==> src/rtl/mc_pkg.sv <==
// Shared definitions for the multicycle control unit: opcode values,
// state encoding and ALU operation codes.
package mc_pkg;

  localparam logic [3:0] OP_RTYPE = 4'd0;
  localparam logic [3:0] OP_ADDI  = 4'd1;
  localparam logic [3:0] OP_LW    = 4'd2;
  localparam logic [3:0] OP_SW    = 4'd3;
  localparam logic [3:0] OP_BEQ   = 4'd4;
  localparam logic [3:0] OP_JMP   = 4'd5;

  localparam logic [1:0] ALU_ADD   = 2'b00;
  localparam logic [1:0] ALU_SUB   = 2'b01;
  localparam logic [1:0] ALU_FUNCT = 2'b10;

  typedef enum logic [2:0] {
    S_FETCH  = 3'd0,
    S_DECODE = 3'd1,
    S_EXEC   = 3'd2,
    S_MEM    = 3'd3,
    S_WB     = 3'd4,
    S_FAULT  = 3'd7
  } state_e;

  // Opcodes 0110..1111 are undefined.
  function automatic logic op_legal(input logic [3:0] op);
    return (op <= OP_JMP);
  endfunction

endpackage

==> src/rtl/multicycle_control_if.sv <==
// Control-unit <-> datapath signal bundle. The master side is the control
// unit; the slave side is the datapath. Performance counter outputs exist
// only when MC_PERF_CNT_EN is defined.
interface multicycle_control_if;

  logic [3:0] opcode;
  logic       mem_ready;
  logic       pc_en;
  logic       ir_en;
  logic       reg_dst;
  logic       beq;
  logic       reg_write;
  logic       jump;
  logic       alu_src;
  logic       mem_to_reg;
  logic       mem_read;
  logic       mem_write;
  logic [1:0] alu_op;
  logic       illegal;
  logic       fault;
  logic [2:0] state;
`ifdef MC_PERF_CNT_EN
  logic [31:0] cyc_cnt;
  logic [31:0] instr_cnt;
`endif

  modport master (
    input  opcode, mem_ready,
    output pc_en, ir_en, reg_dst, beq, reg_write, jump, alu_src,
           mem_to_reg, mem_read, mem_write, alu_op, illegal, fault, state
`ifdef MC_PERF_CNT_EN
    , output cyc_cnt, instr_cnt
`endif
  );

  modport slave (
    output opcode, mem_ready,
    input  pc_en, ir_en, reg_dst, beq, reg_write, jump, alu_src,
           mem_to_reg, mem_read, mem_write, alu_op, illegal, fault, state
`ifdef MC_PERF_CNT_EN
    , input cyc_cnt, instr_cnt
`endif
  );

endinterface

==> src/rtl/mc_wait_timer.sv <==
// Counts MEM wait cycles; expired flags that the wait limit has been reached.
// The count saturates at the limit so it can never wrap.
module mc_wait_timer #(
  parameter int unsigned MEM_TIMEOUT = 15,
  parameter int unsigned TMR_W       = 8
) (
  input  logic clk,
  input  logic rst,
  input  logic clear,
  input  logic count,
  output logic expired
);

  localparam logic [TMR_W-1:0] LIMIT = TMR_W'(MEM_TIMEOUT);

  logic [TMR_W-1:0] cnt_q, cnt_d;

  // Next count: clear dominates, otherwise advance while counting below the limit.
  always_comb begin
    cnt_d = cnt_q;
    if (clear) begin
      cnt_d = '0;
    end else if (count && (cnt_q != LIMIT)) begin
      cnt_d = cnt_q + 1'b1;
    end
  end

  // Counter register with synchronous reset.
  always_ff @(posedge clk) begin
    if (rst) begin
      cnt_q <= '0;
    end else begin
      cnt_q <= cnt_d;
    end
  end

  assign expired = (cnt_q == LIMIT);

endmodule

==> src/rtl/multicycle_control.sv <==
// Multicycle control unit: sequences FETCH/DECODE/EXEC/MEM/WB strobes for the
// 16-bit datapath, waits on mem_ready in MEM and traps to a sticky FAULT state
// on memory timeout. Optional macro MC_PERF_CNT_EN adds cycle/instruction
// counters.
module multicycle_control
  import mc_pkg::*;
#(
  parameter int unsigned MEM_TIMEOUT = 15,
  parameter int unsigned TMR_W       = 8
) (
  input  logic                 clk,
  input  logic                 rst,
  multicycle_control_if.master bus
);

  state_e     state_q, state_d;
  logic [3:0] op_q, op_d;

  logic       tmr_clear, tmr_count, tmr_expired;

  logic       pc_en, ir_en, reg_dst, beq, reg_write, jump;
  logic       alu_src, mem_to_reg, mem_read, mem_write, illegal, fault;
  logic [1:0] alu_op;
  logic       dec_alu_src;
  logic [1:0] dec_alu_op;

  // The wait counter only runs while MEM is waiting; any other cycle clears it.
  assign tmr_count = (state_q == S_MEM) && !bus.mem_ready;
  assign tmr_clear = (state_q != S_MEM) || bus.mem_ready;

  mc_wait_timer #(
    .MEM_TIMEOUT(MEM_TIMEOUT),
    .TMR_W      (TMR_W)
  ) u_wait_timer (
    .clk    (clk),
    .rst    (rst),
    .clear  (tmr_clear),
    .count  (tmr_count),
    .expired(tmr_expired)
  );

  // State and latched opcode registers.
  always_ff @(posedge clk) begin
    if (rst) begin
      state_q <= S_FETCH;
      op_q    <= '0;
    end else begin
      state_q <= state_d;
      op_q    <= op_d;
    end
  end

  // ALU setting for the latched opcode, held from EXEC through WB.
  always_comb begin
    dec_alu_src = 1'b0;
    dec_alu_op  = ALU_ADD;
    case (op_q)
      OP_RTYPE:              dec_alu_op  = ALU_FUNCT;
      OP_ADDI, OP_LW, OP_SW: dec_alu_src = 1'b1;
      OP_BEQ:                dec_alu_op  = ALU_SUB;
      default:               ;
    endcase
  end

  // Next-state and strobe decode.
  always_comb begin
    state_d    = state_q;
    op_d       = op_q;
    pc_en      = 1'b0;
    ir_en      = 1'b0;
    reg_dst    = 1'b0;
    beq        = 1'b0;
    reg_write  = 1'b0;
    jump       = 1'b0;
    alu_src    = 1'b0;
    mem_to_reg = 1'b0;
    mem_read   = 1'b0;
    mem_write  = 1'b0;
    alu_op     = ALU_ADD;
    illegal    = 1'b0;
    fault      = 1'b0;
    case (state_q)
      S_FETCH: begin
        ir_en   = 1'b1;
        state_d = S_DECODE;
      end
      // The IR was loaded at the end of FETCH, so the opcode input is stable
      // here; it is decoded directly and captured into op_q for later states.
      S_DECODE: begin
        op_d = bus.opcode;
        if (bus.opcode == OP_JMP) begin
          jump    = 1'b1;
          pc_en   = 1'b1;
          state_d = S_FETCH;
        end else if (!op_legal(bus.opcode)) begin
          illegal = 1'b1;
          pc_en   = 1'b1;
          state_d = S_FETCH;
        end else begin
          state_d = S_EXEC;
        end
      end
      S_EXEC: begin
        alu_src = dec_alu_src;
        alu_op  = dec_alu_op;
        case (op_q)
          OP_RTYPE, OP_ADDI: state_d = S_WB;
          OP_LW, OP_SW:      state_d = S_MEM;
          OP_BEQ: begin
            beq     = 1'b1;
            pc_en   = 1'b1;
            state_d = S_FETCH;
          end
          default:           state_d = S_FETCH;
        endcase
      end
      S_MEM: begin
        alu_src   = dec_alu_src;
        alu_op    = dec_alu_op;
        mem_read  = (op_q == OP_LW);
        mem_write = (op_q == OP_SW);
        if (bus.mem_ready) begin
          if (op_q == OP_SW) begin
            pc_en   = 1'b1;
            state_d = S_FETCH;
          end else begin
            state_d = S_WB;
          end
        end else if (tmr_expired) begin
          state_d = S_FAULT;
        end
      end
      S_WB: begin
        alu_src    = dec_alu_src;
        alu_op     = dec_alu_op;
        reg_write  = 1'b1;
        pc_en      = 1'b1;
        reg_dst    = (op_q == OP_RTYPE);
        mem_to_reg = (op_q == OP_LW);
        state_d    = S_FETCH;
      end
      S_FAULT: begin
        fault = 1'b1;
      end
      default: begin
        state_d = S_FETCH;
      end
    endcase
  end

  // Output drive; everything reads as zero while reset is held.
  always_comb begin
    bus.pc_en      = pc_en      & ~rst;
    bus.ir_en      = ir_en      & ~rst;
    bus.reg_dst    = reg_dst    & ~rst;
    bus.beq        = beq        & ~rst;
    bus.reg_write  = reg_write  & ~rst;
    bus.jump       = jump       & ~rst;
    bus.alu_src    = alu_src    & ~rst;
    bus.mem_to_reg = mem_to_reg & ~rst;
    bus.mem_read   = mem_read   & ~rst;
    bus.mem_write  = mem_write  & ~rst;
    bus.alu_op     = rst ? '0 : alu_op;
    bus.illegal    = illegal    & ~rst;
    bus.fault      = fault      & ~rst;
    bus.state      = rst ? '0 : state_q;
  end

`ifdef MC_PERF_CNT_EN
  logic [31:0] cyc_q, cyc_d, instr_q, instr_d;

  // Cycle counter freezes in FAULT; instruction counter tracks PC loads.
  always_comb begin
    cyc_d   = (state_q != S_FAULT) ? cyc_q + 32'd1 : cyc_q;
    instr_d = pc_en ? instr_q + 32'd1 : instr_q;
  end

  // Performance counter registers.
  always_ff @(posedge clk) begin
    if (rst) begin
      cyc_q   <= '0;
      instr_q <= '0;
    end else begin
      cyc_q   <= cyc_d;
      instr_q <= instr_d;
    end
  end

  // Counter outputs, zero while reset is held.
  always_comb begin
    bus.cyc_cnt   = rst ? '0 : cyc_q;
    bus.instr_cnt = rst ? '0 : instr_q;
  end
`endif

endmodule
==> src/flat_wrapper.sv <==
// flat-port wrapper written by rule: the top's interface ports become plain ports
module multicycle_control_flat import mc_pkg::*;
#(
  parameter int unsigned MEM_TIMEOUT = 15,
  parameter int unsigned TMR_W       = 8
)
  (clk, rst, bus_opcode, bus_mem_ready, bus_pc_en, bus_ir_en, bus_reg_dst, bus_beq, bus_reg_write, bus_jump, bus_alu_src, bus_mem_to_reg, bus_mem_read, bus_mem_write, bus_alu_op, bus_illegal, bus_fault, bus_state);
  multicycle_control_if bus_i ();
  input  logic clk;
  input  logic rst;
  input wire logic [$bits(bus_i.opcode)-1:0] bus_opcode;
  input wire logic [$bits(bus_i.mem_ready)-1:0] bus_mem_ready;
  output wire logic [$bits(bus_i.pc_en)-1:0] bus_pc_en;
  output wire logic [$bits(bus_i.ir_en)-1:0] bus_ir_en;
  output wire logic [$bits(bus_i.reg_dst)-1:0] bus_reg_dst;
  output wire logic [$bits(bus_i.beq)-1:0] bus_beq;
  output wire logic [$bits(bus_i.reg_write)-1:0] bus_reg_write;
  output wire logic [$bits(bus_i.jump)-1:0] bus_jump;
  output wire logic [$bits(bus_i.alu_src)-1:0] bus_alu_src;
  output wire logic [$bits(bus_i.mem_to_reg)-1:0] bus_mem_to_reg;
  output wire logic [$bits(bus_i.mem_read)-1:0] bus_mem_read;
  output wire logic [$bits(bus_i.mem_write)-1:0] bus_mem_write;
  output wire logic [$bits(bus_i.alu_op)-1:0] bus_alu_op;
  output wire logic [$bits(bus_i.illegal)-1:0] bus_illegal;
  output wire logic [$bits(bus_i.fault)-1:0] bus_fault;
  output wire logic [$bits(bus_i.state)-1:0] bus_state;
  assign bus_i.opcode = bus_opcode;
  assign bus_i.mem_ready = bus_mem_ready;
  assign bus_pc_en = bus_i.pc_en;
  assign bus_ir_en = bus_i.ir_en;
  assign bus_reg_dst = bus_i.reg_dst;
  assign bus_beq = bus_i.beq;
  assign bus_reg_write = bus_i.reg_write;
  assign bus_jump = bus_i.jump;
  assign bus_alu_src = bus_i.alu_src;
  assign bus_mem_to_reg = bus_i.mem_to_reg;
  assign bus_mem_read = bus_i.mem_read;
  assign bus_mem_write = bus_i.mem_write;
  assign bus_alu_op = bus_i.alu_op;
  assign bus_illegal = bus_i.illegal;
  assign bus_fault = bus_i.fault;
  assign bus_state = bus_i.state;
  multicycle_control #(.MEM_TIMEOUT(MEM_TIMEOUT), .TMR_W(TMR_W)) u_core (.clk(clk), .rst(rst), .bus(bus_i));
endmodule
==> config.mk <==
export PLATFORM = sky130hd
export DESIGN_NAME = multicycle_control_flat
export DESIGN_NICKNAME = d
export VERILOG_FILES = /design/src/rtl/mc_pkg.sv /design/src/rtl/multicycle_control_if.sv /design/src/rtl/mc_wait_timer.sv /design/src/rtl/multicycle_control.sv /design/src/flat_wrapper.sv
export SDC_FILE = /design/constraint.sdc
export NUM_CORES = 1
export LEC_CHECK = 0
export BUFFER_PORTS_ARGS = -buffer_cell sky130_fd_sc_hd__buf_2
export CAP_MARGIN = 20
export CORE_UTILIZATION = 55
export CTS_BUF_LIST = sky130_fd_sc_hd__clkbuf_2 sky130_fd_sc_hd__clkbuf_4 sky130_fd_sc_hd__clkbuf_8
export CTS_CLUSTER_SIZE = 25
export DETAILED_ROUTE_END_ITERATION = 16
export PLACE_DENSITY = 0.81
export SETUP_SLACK_MARGIN = 0.15
export SLEW_MARGIN = 15
export SYNTH_ARGS = -nofsm -noshare
export SYNTH_HDL_FRONTEND = slang
export SYNTH_HIERARCHICAL = 1
export SYNTH_SLANG_ARGS = --single-unit
==> constraint.sdc <==
create_clock -name clk -period 2.5 [get_ports clk]
set_input_delay 0.125 -clock clk [delete_from_list [all_inputs] [get_ports clk]]
set_output_delay 0.125 -clock clk [all_outputs]
set_load 0.05 [all_outputs]
== After elaboration in Yosys (flattened, before gate mapping) ==
Cells that the tools add are included.

* Bits in registers: 15
* Word-level logic and storage cells: 76
* Bits of input ports: 7
* Output and inout port bits: 17

* $add $sub $neg: 1
* Reduce and logical (&&, ||, !) cells: 12
* Equality and inequality tests: 14
* Magnitude comparators: 1
* Multiplexer cells: 31
* Bitwise logic cells: 14

{| class="wikitable"
|+ Operators with widths
! cell !! number
|-
| 1-bit two-way mux || 19
|-
| 3-bit two-way mux || 5
|-
| 3-bit case mux with 5 select lines || 1
|-
| 1-bit AND || 12
|-
| 8-bit by 1-bit adder with 8-bit output (second input constant) || 1
|-
| 4-bit by 2-bit == test with 1-bit output (second input constant) || 2
|-
| 4-bit by 3-bit == test with 1-bit output (second input constant) || 2
|-
| 8-bit by 4-bit == test with 1-bit output (second input constant) || 1
|-
| 8-bit by 4-bit != test with 1-bit output (second input constant) || 1
|-
| 3-bit by 2-bit == test with 1-bit output (second input constant) || 2
|-
| 3-bit == test (second input constant) || 2
|-
| 2-bit two-way mux || 3
|-
| 3-bit by 2-bit != test with 1-bit output (second input constant) || 2
|-
| 3-bit case mux with 2 select lines || 1
|-
| 2-bit OR reduction || 3
|-
| 3-bit OR reduction || 2
|-
| 4-bit by 1-bit == test with 1-bit output (second input constant) || 1
|-
| 4-bit by 3-bit <= comparator with 1-bit output (second input constant) || 1
|-
| 4-bit logical NOT || 1
|-
| 1-bit case mux with 4 select lines || 1
|-
| 2-bit case mux with 2 select lines || 1
|-
| 3-bit by 1-bit == test with 1-bit output (second input constant) || 1
|-
| 3-bit logical NOT || 1
|-
| 1-bit logical AND || 2
|-
| 4 further kinds || 5
|}

== Longest topological paths before layout ==
* Depth after elaboration: 5
* Gate-level depth with buffers: 7
* Gate-level depth less buffers: 6

== By module ==
Netlist, hierarchy kept.

{| class="wikitable"
|+ Modules (own cells, without submodules)
! module !! cells each !! area each (um^2) !! times used !! sequential area each (um^2)
|-
| multicycle_control || 78 || 581.8 || 1 || 140.1
|-
| mc_wait_timer || 51 || 479.2 || 1 || 160.2
|}

== Worst setup path after synthesis ==
OpenSTA, ideal clock, no wires.

* Path type: register -> output
* From: register u_core.op_q[2]
* To: output bus_mem_read
* Required time: 2.375 ns
* Slack: 0.133 ns
* Stages on the path, launching flop included: 5
* Buffers on the path: 1
* Arrival: 2.242 ns
* Path through: dfxtp_1 buf_4 nor3b_2 nand3_1 nor4_1

* Word-level cells in the longest chain between the ends: 3

{| class="wikitable"
|+ Ends and longest elaborated chain
! what !! RTL line !! source
|-
| from (decl) || multicycle_control.sv:17 || <nowiki>logic [3:0] op_q, op_d;</nowiki>
|-
| from (signal assigned) || multicycle_control.sv:49 || <nowiki>op_q <= op_d;</nowiki>
|-
| 4-bit by 2-bit == test with 1-bit output || multicycle_control.sv:120 || <nowiki>mem_read = (op_q == OP_LW);</nowiki>
|-
| 1-bit two-way mux || multicycle_control.sv:82 || <nowiki>case (state_q)</nowiki>
|-
| 1-bit AND || multicycle_control.sv:161 || <nowiki>bus.mem_read = mem_read & ~rst;</nowiki>
|-
| to (decl) || flat_wrapper.sv:21 || <nowiki>output wire logic [$bits(bus_i.mem_read)-1:0] bus_mem_read;</nowiki>
|}

Every way passes these cells.

== Worst setup path after layout ==
* From: register u_core.state_q[2]
* To: output bus_mem_to_reg

* Word-level cells in the longest chain between the ends: 3

{| class="wikitable"
|+ Ends and longest elaborated chain
! what !! RTL line !! source
|-
| from (decl) || multicycle_control.sv:16 || <nowiki>state_e state_q, state_d;</nowiki>
|-
| from (signal assigned) || multicycle_control.sv:48 || <nowiki>state_q <= state_d;</nowiki>
|-
| 3-bit == test || multicycle_control.sv:82 ||
|-
| 1-bit two-way mux || multicycle_control.sv:82 ||
|-
| 1-bit AND || multicycle_control.sv:160 || <nowiki>bus.mem_to_reg = mem_to_reg & ~rst;</nowiki>
|-
| to (decl) || flat_wrapper.sv:20 || <nowiki>output wire logic [$bits(bus_i.mem_to_reg)-1:0] bus_mem_to_reg;</nowiki>
|}

Every way passes these cells.

==> flow_summary.json <==
{
  "cts_buffer_depth": 2,
  "grt_pass1_wl_mm": 3.719,
  "synth_nets": 137,
  "synth-compound-area-share": 0.1604,
  "setup.worst_path.start": "u_core/state_q[2]",
  "p_leak_nw": 0.4973,
  "multiInputGateArea_um2": 701.9,
  "clkTransAtPathRegs_ps": 90,
  "start_util": 0.6014,
  "yosys_warnings": 6,
  "synth_top_cell_area_share": 0.2830,
  "setup_slack_ps": 331.8,
  "synth_edf_count": 0,
  "via_count": 1002,
  "cts_root_buf": "clkbuf_4",
  "slowest_stage": "dfxtp_1",
  "fin_crit_sh": 0.8673,
  "routed_wl_mm": 2.265,
  "post-cts-setup-buffers": 0,
  "crit_path_end_kind": "output port",
  "grt_pass1_vias": 843,
  "num_rows": 15,
  "relSlewSlack": 0.6221,
  "hold_viol": 0,
  "r2r-start": "u_core/state_q[1]",
  "dp.cells": 171,
  "nets": 159,
  "antenna_found_initial": 0,
  "async_flop_share": 0,
  "grt_overflow_total": 0,
  "gp_congestion": 0.8630,
  "seqCellArea_um2": 300.3,
  "core-area_um2": 1764,
  "ctsResizeCount": 0,
  "max_freq_mhz": 461.2,
  "synthMuxAreaShare": 0.06604,
  "finalSetupViolCount": 0,
  "hp-class": "input pin to register",
  "total_power_mw": 0.5114,
  "drt-initial-drc-count": 45,
  "die-area_um2": 2109,
  "grt_usage": 0.2408,
  "fillers": 169,
  "port_buffers": 23,
  "synth.area.top_cells": "dfxtp_1, mux2i_1, nor2_1, or3_1, a21oi_1",
  "synthXorXnorAreaFrac": 0,
  "netlist_area_um2": 1061,
  "tns_ps": 0,
  "ys.flop_type": "dfxtp_1",
  "max_stage_delay_ps": 690,
  "critical_path_peak_fanout": 15,
  "cts_sinks": 15,
  "fin_skew_ps": 7.316,
  "critPathKind": "register to output port",
  "fin_cells": 175,
  "power_density_nw_per_um2": 421.8,
  "synth_top_family_by_area": "simple AND/OR/NAND/NOR gates",
  "fin_crit_ps": 2168,
  "ant_nets": 0,
  "critPathTopFamily": "simple AND/OR/NAND/NOR gates",
  "diodes": 0,
  "yosysTopAreaCell": "dfxtp_1",
  "timing.hold.ws_ps": 125.2,
  "cts_tree": "yes",
  "crit_required_ps": 2380,
  "die_h_um": 45.92,
  "drive_above_1_share": 0.2667,
  "drc_errors": 0,
  "drt_first_pass_iters": 6,
  "cts_hold_buf": 0,
  "arrival_ps": 2040,
  "crit_chain": "nand2b_1 > or3_1 > nor3b_1 > buf_2",
  "routedWlPerCell_um": 12.94,
  "ir_drop_mv": 0.3860,
  "cts_inserted_buffers": 3,
  "synth_seq_area_share": 0.2830,
  "syn_area_per_cell_um2": 8.225,
  "drv_slew": 0,
  "worstMarginPinSlew_ps": 566.1,
  "status": "complete, no violations",
  "ys_types": 45,
  "die_w_um": 45.92,
  "pre_cts_slack_ps": 496.4,
  "synthCells": 129,
  "clock_latency_ps": 290,
  "cts.htree.levels": 1,
  "synth_fa_ha_area_frac": 0.01179,
  "ios": 24,
  "syn2layout_area_growth_pct": 14.27,
  "synth-simple-area-share": 0.4116,
  "rsz0062_at_grt": "no",
  "hold_start": "bus_opcode[0]",
  "hpwlAfterDp_mm": 1.702,
  "vias_per_cell": 5.726,
  "synth-seq-cells": 15,
  "grt_max_degree": 18,
  "path_buf_inv": 1,
  "cp-start-kind": "register",
  "drv_cap": 0
}
## area by class of cell
type / instances / share of cell area
Timing Repair Buffer: 24 / 0.1011
Sequential cell: 15 / 0.2477
Inverter: 7 / 0.02167
Tap cell: 25 / 0.02580
Multi-Input combinational cell: 100 / 0.5789
Clock buffer: 4 / 0.02477
## sequential cells by signal (all words and copies together) (netlist names)
register,cells
u_core/op_q,4
u_core/state_q,3
u_core/u_wait_timer/cnt_q,8
## worst min-delay path: stages
cell	delay (ps)
buf_2	100
mux2i_1	70
nor2_1	80
## per-layer routing
metal / vias to the layer above / track usage / share of wire / wire length [um]
li1: 516 / - / - / -
met3: 4 / 0.05952 / 0.050 / 114
met2: 31 / 0.3408 / 0.44 / 986
met1: 451 / 0.3549 / 0.50 / 1132
met4: 0 / 0.07059 / 0.014 / 32
met5: - / 0 / 0 / 0
## where the power goes
| group | internal [mW] | switching, mW | total [mW] |
|---|---|---|---|
| Clock | 0.0730 | 0.0778 | 0.151 |
| Combinational | 0.0378 | 0.0626 | 0.100 |
| Sequential | 0.246 | 0.0142 | 0.260 |
## stage by stage
step | util | instance area [um^2]
finish | 0.6872 | 1212
global route | 0.6872 | 1212
CTS | 0.6872 | 1212
detailed placement | 0.6702 | 1182
global placement | 0.6702 | 1182
floorplan | - | 1074
## final timing paths
check | end | slack [ps] | cells past startpoint
max | bus_mem_to_reg | 330 | 4
min reg2reg | u_core/u_wait_timer/cnt_q[1] | 510 | 2
max reg2reg | u_core/u_wait_timer/cnt_q[6] | 440 | 6
min | u_core/op_q[0] | 130 | 3
## cell usage in the layout, fill, tap and decap left out, drive strengths merged, types with 3 or more instances in the layout
cell type / n
a21oi: 7
a31oi: 3
and3: 4
buf: 24
clkbuf: 4
dfxtp: 15
inv: 7
mux2i: 7
nand2: 8
nand2b: 4
nand3: 6
nor2: 15
nor3: 4
nor3b: 4
nor4: 5
o21ai: 5
or3: 7
## cells by family after synthesis
group | count (synthesis)
and+or+nand+nor | 69
AOI/OAI and AO/OA | 23
DFF | 15
buffers and inverters | 14
muxes | 7
adders and majority gates | 1
## synthesized netlist by cell type (2+ instances only)
library cell  number
dfxtp_1           15
nor2_1            15
nand2_1            8
a21oi_1            7
inv_1              7
mux2i_1            7
or3_1              7
nand3_1            6
nand2b_1           4
nor3_1             4
nor4_1             4
o21ai_0            4
buf_2              3
a31oi_1            2
and3_1             2
buf_4              2
nand4bb_1          2
nor2b_1            2
nor3b_1            2
No activity file was read; power rests on OpenSTA's default activity.
